--- src/rtl/mul_share_arbiter_pkg.sv ---
// Shared definitions for the multiplier-sharing arbiter: FSM encoding,
// parameter defaults and the requester index width helper.
package mul_share_arbiter_pkg;

   // Sequencer states; encodings are fixed so they can be read in waveforms.
   typedef enum logic [2:0] {
      ST_IDLE  = 3'b000,
      ST_GRANT = 3'b001,
      ST_WAIT  = 3'b010,
      ST_RESP  = 3'b011,
      ST_CLEAR = 3'b100
   } arb_state_e;

   localparam int N_REQ_DEFAULT   = 2;
   localparam int WIDTH_DEFAULT   = 64;
   localparam int TIMEOUT_DEFAULT = 255;
   localparam int WD_BITS         = 8;   // watchdog counter width

   // Width of a requester index; never narrower than one bit.
   function automatic int idx_width(input int n);
      return (n > 1) ? $clog2(n) : 1;
   endfunction

endpackage

--- src/rtl/mul_share_arbiter_rr_pick.sv ---
// Round-robin priority encoder: returns the first asserted request at or
// after the pointer, wrapping past the highest index.
module rr_pick
   import mul_share_arbiter_pkg::*;
#(
   parameter int N_REQ = N_REQ_DEFAULT,
   localparam int IDX_W = idx_width(N_REQ)
) (
   input  logic [N_REQ-1:0] req,
   input  logic [IDX_W-1:0] ptr,
   output logic [IDX_W-1:0] winner,
   output logic             found
);

   logic [N_REQ-1:0] rot;
   logic [IDX_W-1:0] offset;
   logic [IDX_W:0]   sum;

   // Rotate so the pointer slot lands at bit 0, then take the lowest set bit.
   always_comb begin
      rot    = N_REQ'({req, req} >> ptr);
      offset = '0;
      found  = 1'b0;
      for (int k = 0; k < N_REQ; k++) begin
         if (!found && rot[k]) begin
            found  = 1'b1;
            offset = IDX_W'(k);
         end
      end
      sum = {1'b0, ptr} + {1'b0, offset};
      if (sum >= (IDX_W + 1)'(N_REQ)) begin
         sum = sum - (IDX_W + 1)'(N_REQ);
      end
      winner = sum[IDX_W-1:0];
   end

endmodule

--- src/rtl/mul_share_arbiter.sv ---
// Shares one multiplier core among N_REQ requesters. Grants round-robin,
// drives the start/clear handshake, returns the product with a one-cycle
// strobe and aborts operations that never signal done.
module mul_share_arbiter
   import mul_share_arbiter_pkg::*;
#(
   parameter int N_REQ       = N_REQ_DEFAULT,
   parameter int WIDTH       = WIDTH_DEFAULT,
   parameter int TIMEOUT_CYC = TIMEOUT_DEFAULT
) (
   input  logic                   clk,
   input  logic                   reset_n,
   input  logic [N_REQ-1:0]       req,
   input  logic [N_REQ*WIDTH-1:0] req_multiplier,
   input  logic [N_REQ*WIDTH-1:0] req_multiplicand,
   output logic [N_REQ-1:0]       gnt,
   output logic [N_REQ-1:0]       rsp_valid,
   output logic                   rsp_error,
   output logic [2*WIDTH-1:0]     rsp_result,
   output logic                   busy,
   output logic [WIDTH-1:0]       m_multiplier,
   output logic [WIDTH-1:0]       m_multiplicand,
   output logic                   m_opstart,
   output logic                   m_opclear,
   input  logic                   m_opdone,
   input  logic [2*WIDTH-1:0]     m_result
);

   localparam int IDX_W = idx_width(N_REQ);
   localparam logic [WD_BITS-1:0] WD_LAST  = WD_BITS'(TIMEOUT_CYC - 1);
   localparam logic [WD_BITS-1:0] WD_MAX   = '1;
   localparam logic [IDX_W-1:0]   LAST_IDX = IDX_W'(N_REQ - 1);
   localparam logic [N_REQ-1:0]   ONE_HOT0 = N_REQ'(1);

   arb_state_e           state_reg, state_next;
   logic [IDX_W-1:0]     ptr_reg;
   logic [IDX_W-1:0]     win_reg;
   logic [WIDTH-1:0]     a_reg, b_reg;
   logic [2*WIDTH-1:0]   result_reg;
   logic                 error_reg;
   logic [WD_BITS-1:0]   wd_reg;
   logic [N_REQ-1:0]     gnt_reg, rsp_valid_reg;
   logic                 m_opstart_reg, m_opclear_reg, busy_reg;

   logic [IDX_W-1:0]     pick_idx;
   logic                 pick_found;
   logic                 timeout_hit;

   logic [WIDTH-1:0]     a_slot [N_REQ];
   logic [WIDTH-1:0]     b_slot [N_REQ];

   // Unpack the per-requester operand buses into indexable slots.
   for (genvar gi = 0; gi < N_REQ; gi++) begin : g_slot
      assign a_slot[gi] = req_multiplier[gi*WIDTH +: WIDTH];
      assign b_slot[gi] = req_multiplicand[gi*WIDTH +: WIDTH];
   end

   rr_pick #(.N_REQ(N_REQ)) u_pick (
      .req    (req),
      .ptr    (ptr_reg),
      .winner (pick_idx),
      .found  (pick_found)
   );

   assign timeout_hit = (wd_reg >= WD_LAST);

   // State register.
   always_ff @(posedge clk or negedge reset_n) begin
      if (!reset_n) begin
         state_reg <= ST_IDLE;
      end else begin
         state_reg <= state_next;
      end
   end

   // Next-state logic; requests only matter while idle.
   always_comb begin
      state_next = state_reg;
      case (state_reg)
         ST_IDLE:  if (pick_found) state_next = ST_GRANT;
         ST_GRANT: state_next = m_opdone ? ST_RESP : ST_WAIT;
         ST_WAIT:  if (m_opdone || timeout_hit) state_next = ST_RESP;
         ST_RESP:  state_next = ST_CLEAR;
         ST_CLEAR: state_next = ST_IDLE;
         default:  state_next = ST_IDLE;
      endcase
   end

   // Operand, result, watchdog and pointer registers.
   always_ff @(posedge clk or negedge reset_n) begin
      if (!reset_n) begin
         ptr_reg    <= '0;
         win_reg    <= '0;
         a_reg      <= '0;
         b_reg      <= '0;
         result_reg <= '0;
         error_reg  <= 1'b0;
         wd_reg     <= '0;
      end else begin
         case (state_reg)
            ST_IDLE: begin
               if (pick_found) begin
                  win_reg <= pick_idx;
                  a_reg   <= a_slot[pick_idx];
                  b_reg   <= b_slot[pick_idx];
               end
            end
            ST_GRANT: begin
               wd_reg <= '0;
               if (m_opdone) begin
                  result_reg <= m_result;
                  error_reg  <= 1'b0;
               end
            end
            ST_WAIT: begin
               if (m_opdone) begin
                  result_reg <= m_result;
                  error_reg  <= 1'b0;
               end else begin
                  // Saturating count: a stuck core must never wrap the watchdog.
                  if (wd_reg != WD_MAX) wd_reg <= wd_reg + 1'b1;
                  if (timeout_hit) begin
                     result_reg <= '0;
                     error_reg  <= 1'b1;
                  end
               end
            end
            ST_RESP: begin
               ptr_reg <= (win_reg == LAST_IDX) ? '0 : win_reg + 1'b1;
            end
            default: ;
         endcase
      end
   end

   // Registered handshake outputs, decoded from the state being entered.
   always_ff @(posedge clk or negedge reset_n) begin
      if (!reset_n) begin
         gnt_reg       <= '0;
         rsp_valid_reg <= '0;
         m_opstart_reg <= 1'b0;
         m_opclear_reg <= 1'b0;
         busy_reg      <= 1'b0;
      end else begin
         gnt_reg       <= (state_reg == ST_IDLE && pick_found) ? (ONE_HOT0 << pick_idx) : '0;
         rsp_valid_reg <= (state_next == ST_RESP) ? (ONE_HOT0 << win_reg) : '0;
         m_opstart_reg <= (state_next == ST_GRANT) || (state_next == ST_WAIT);
         m_opclear_reg <= (state_next == ST_IDLE) || (state_next == ST_CLEAR);
         busy_reg      <= (state_next != ST_IDLE);
      end
   end

   assign gnt            = gnt_reg;
   assign rsp_valid      = rsp_valid_reg;
   assign rsp_error      = error_reg;
   assign rsp_result     = result_reg;
   assign busy           = busy_reg;
   assign m_multiplier   = a_reg;
   assign m_multiplicand = b_reg;
   assign m_opstart      = m_opstart_reg;
   assign m_opclear      = m_opclear_reg;

endmodule

--- config.mk ---
export PLATFORM = sky130hd
export DESIGN_NAME = mul_share_arbiter
export DESIGN_NICKNAME = d
export VERILOG_FILES = /design/src/rtl/mul_share_arbiter_pkg.sv /design/src/rtl/mul_share_arbiter_rr_pick.sv /design/src/rtl/mul_share_arbiter.sv
export SDC_FILE = /design/constraint.sdc
export NUM_CORES = 1
export LEC_CHECK = 0
export CAP_MARGIN = 20
export CORE_AREA = 2 2 257 259
export CTS_BUF_LIST = sky130_fd_sc_hd__clkbuf_8
export DETAILED_ROUTE_END_ITERATION = 7
export DIE_AREA = 0 0 259 261
export PLACE_DENSITY_LB_ADDON = 0.12
export SLEW_MARGIN = 0
export SYNTH_ARGS = -nofsm -noshare
export SYNTH_HDL_FRONTEND = slang
export SYNTH_SLANG_ARGS = --single-unit
--- constraint.sdc ---
create_clock -name clk -period 2.9 [get_ports clk]
set_clock_uncertainty 0.2 [all_clocks]
set_input_delay 0.58 -clock clk [delete_from_list [all_inputs] [get_ports clk]]
set_output_delay 0.58 -clock clk [all_outputs]
set_load 0.01 [all_outputs]
==> results.cfg <==
[routing]
via_per_inst = 4.12
avgRoutedWirePerCell_microns = 20.2
drt_iter0_drc = 978
dr.pass1.iters = 8
dr_total_vias = 9803
detail-route-antenna-nets = 0
totalWireLength_microns = 48100
drc = 3

[synthesis]
ys_top_cells_by_area = dfrtp_1, a222oi_1, a22o_1
synthXorXnorAreaFrac = 0.000824
syn_area_per_cell_sq_um = 13.2
synth_fp_nets = 1197
syn_area_sq_um = 10600
synth_edf_count = 0
postSynth.asyncResetShare = 1.00
synthMuxAreaShare = 0
synth-main-ff-cell = dfrtp_1
synth_top_area_share = 0.652
ys_ff_latch = 277
synthesis.instances = 806
synth_top_family_by_area = compound AO/OA/AOI/OAI gates
synth-compound-area-share = 0.239
ys_warn_count = 0
synth-simple-area-share = 0.0215
synth_cell_type_count = 33
seq_area_frac_synth = 0.652
synthAdderAreaFrac = 0.00236
yosysTopAreaCell = dfrtp_1

[global_routing]
grt_pass1_wl_microns = 69100
antenna_found_initial = 4
grt_overflow = 0
grt_max_degree = 97
grt_pass1_vias = 10200
grtUsageTotal = 0.135

[cells_and_area]
largest_reg_flops = 128
synthToLayoutAreaGrowth_pct = 82.4
stdcell_area_sq_um = 19400
drive_above_1_share = 0.0728
fin_cells = 2377
final_nets = 1865

[critical_path]
critPathBufInv = 1
cp.required_ps = 2120
path_cells = clkdlybuf4s50_1
critPathMaxFanout = 2
cp_slowest_cell = clkdlybuf4s50_1
path_delay_family = buffers and inverters
criticalPathCategory = reg2out
cp.arrival_ps = 1630
reg2reg_setup_slack_ps = 540
critPathCaptureType = primary output
critPathLaunchType = register
slowest_delay_ps = 660

[floorplanning]
dieArea_sq_um = 67600
core_area_sq_um = 65000
die_y_microns = 261
rows = 94
initial_utilization = 0.163
fp.dieW_microns = 259
ios = 653

[job]
maxCapViolCount = 0

[pwr]
combPwrFrac = 0.488
p_seq_frac = 0.325
clkPwrFrac = 0.187
leakage_nw = 8.57
power-per-cell-area_nw_per_um2 = 1070
netSwitchingFraction = 0.351
ir_drop_mv = 0.468
p_int_w = 0.0134
netSwitchingPower_w = 0.00728

[place]
place_area_sq_um = 18300
place_congestion = 0.786
dp.cells = 2279
hpwl_microns = 34800
preCtsSetupSlack_ps = 98.5
port-buffer-count = 652

[sta]
maxSlewHeadroom = 0.555
slew_viol_final = 0
setup_viol = 0
hold_viol = 0
fin_crit_sh = 0.831
fmax_mhz = 415
period_minus_slack_ps = 2410
setup_tns_ps = 0
tightest_slew_ps = 667
setup_ws_ps = 491
rsz0062_at_grt = false

[clocking]
htreeDepth = 2
max-clock-path-buffers = 3
cts-resized-gates = 0
clk_pin_slew_worst_paths_ps = 50
cts_root_buffer = clkbuf_8
clkLatencyLatePin_ps = 610
clock_sinks = 277
cts_buffers = 56
cts_tree = yes

[run_status]
status = finished, violations left
violations = DRC

[min_path]
hold_class = reg2reg
-- metal layers --
metal  vias to the layer above  global-route usage  routed length, microns
met5                         -                   0                      23
met4                         4              0.0352                     846
met3                        67              0.0620                    5380
met2                       475               0.227                   23500
met1                      4825               0.154                   18400
li1                       4432                   -                       -
-- synthesized netlist by cell type, drive strengths merged (3+ instances only) --
| cell type | number |
|---|---|
| nand2b | 3 |
| clkbuf | 31 |
| nand2 | 9 |
| o211ai | 3 |
| a21oi | 3 |
| a22o | 128 |
| inv | 133 |
| buf | 43 |
| o21ai | 5 |
| or4 | 5 |
| nor2 | 7 |
| o31ai | 3 |
| dfrtp | 277 |
| nand3 | 7 |
| a222oi | 128 |
-- area by class of cell --
| type | instances | area [sq um] |
|---|---|---|
| Antenna cell | 2 | 5.00 |
| Clock buffer | 66 | 908 |
| Clock inverter | 29 | 149 |
| Fill cell | 6668 | 45700 |
| Inverter | 133 | 499 |
| Multi-Input combinational cell | 322 | 2840 |
| Sequential cell | 277 | 6930 |
| Tap cell | 864 | 1080 |
| Timing Repair Buffer | 684 | 6970 |
-- cells by family (layout without fill, tap and decap cells) --
logic type,after synthesis,in the layout
AOI/OAI and AO/OA,277,277
DFF,277,277
buffers and inverters,207,912
and+or+nand+nor,42,42
adders and majority gates,2,2
xor gates and xnor gates,1,1
other,0,2
-- power groups by stage --
| stage | Sequential, W | Combinational, W | Clock [W] |
|---|---|---|---|
| 2_1_floorplan | 0.00746 | 0.00390 | 0 |
| 3_3_place_gp | 0.00674 | 0.0103 | 0 |
| 3_5_place_dp | 0.00673 | 0.0104 | 0 |
| 4_1_cts | 0.00674 | 0.0103 | 0.00412 |
| 5_1_grt | 0.00697 | 0.0110 | 0.00428 |
| 6_report | 0.00673 | 0.0101 | 0.00388 |
-- cell usage in the layout (no fill, tap or decap), types with 2 or more instances in the layout --
master and n:
a21oi_1 3, a222oi_1 128, a22o_1 128, and3_4 2, buf_12 16, buf_4 15
clkbuf_8 66, clkdlybuf4s50_1 651, clkinv_2 2, clkinvlp_4 3, dfrtp_1 277, diode_2 2
ha_1 2, inv_1 156, nand2_1 9, nand2b_1 3, nand3_1 7, nand4_1 2
nor2_1 7, nor2b_1 2, o211ai_1 3, o21a_1 2, o21ai_0 4, o31ai_1 3
or4_1 5
-- path summary, 6_finish.rpt --
check / startpoint / to / depth (start not counted)
worst max-delay path: m_multiplier[62] / m_multiplier[62] / 1
max in group asynchronous: reset_n / m_multiplier[27] / 3
worst min register to register: win_reg / rsp_valid[0] / 1
worst min-delay path: win_reg / rsp_valid[0] / 1
min in group asynchronous: reset_n / rsp_result[28] / 2
worst max register to register: wd_reg[0] / rsp_result[93] / 7
-- through the flow --
stage | hold WS (ps) | utilization | power [W]
global route | 282 | 0.298 | 0.0222
global placement | 273 | 0.282 | 0.0171
floorplan | 84.4 | - | 0.0114
finish | 281 | 0.298 | 0.0207
detailed placement | 276 | 0.282 | 0.0171
CTS | 259 | 0.298 | 0.0212
-- timing repair --
item                                    4_1_cts  5_1_grt
hold endpoints to repair                     57        0
buffers inserted                              0        0
endpoints found under the setup margin        0        0
hold buffers                                  1        0
Note: power is estimated with default switching activity, not from simulation.
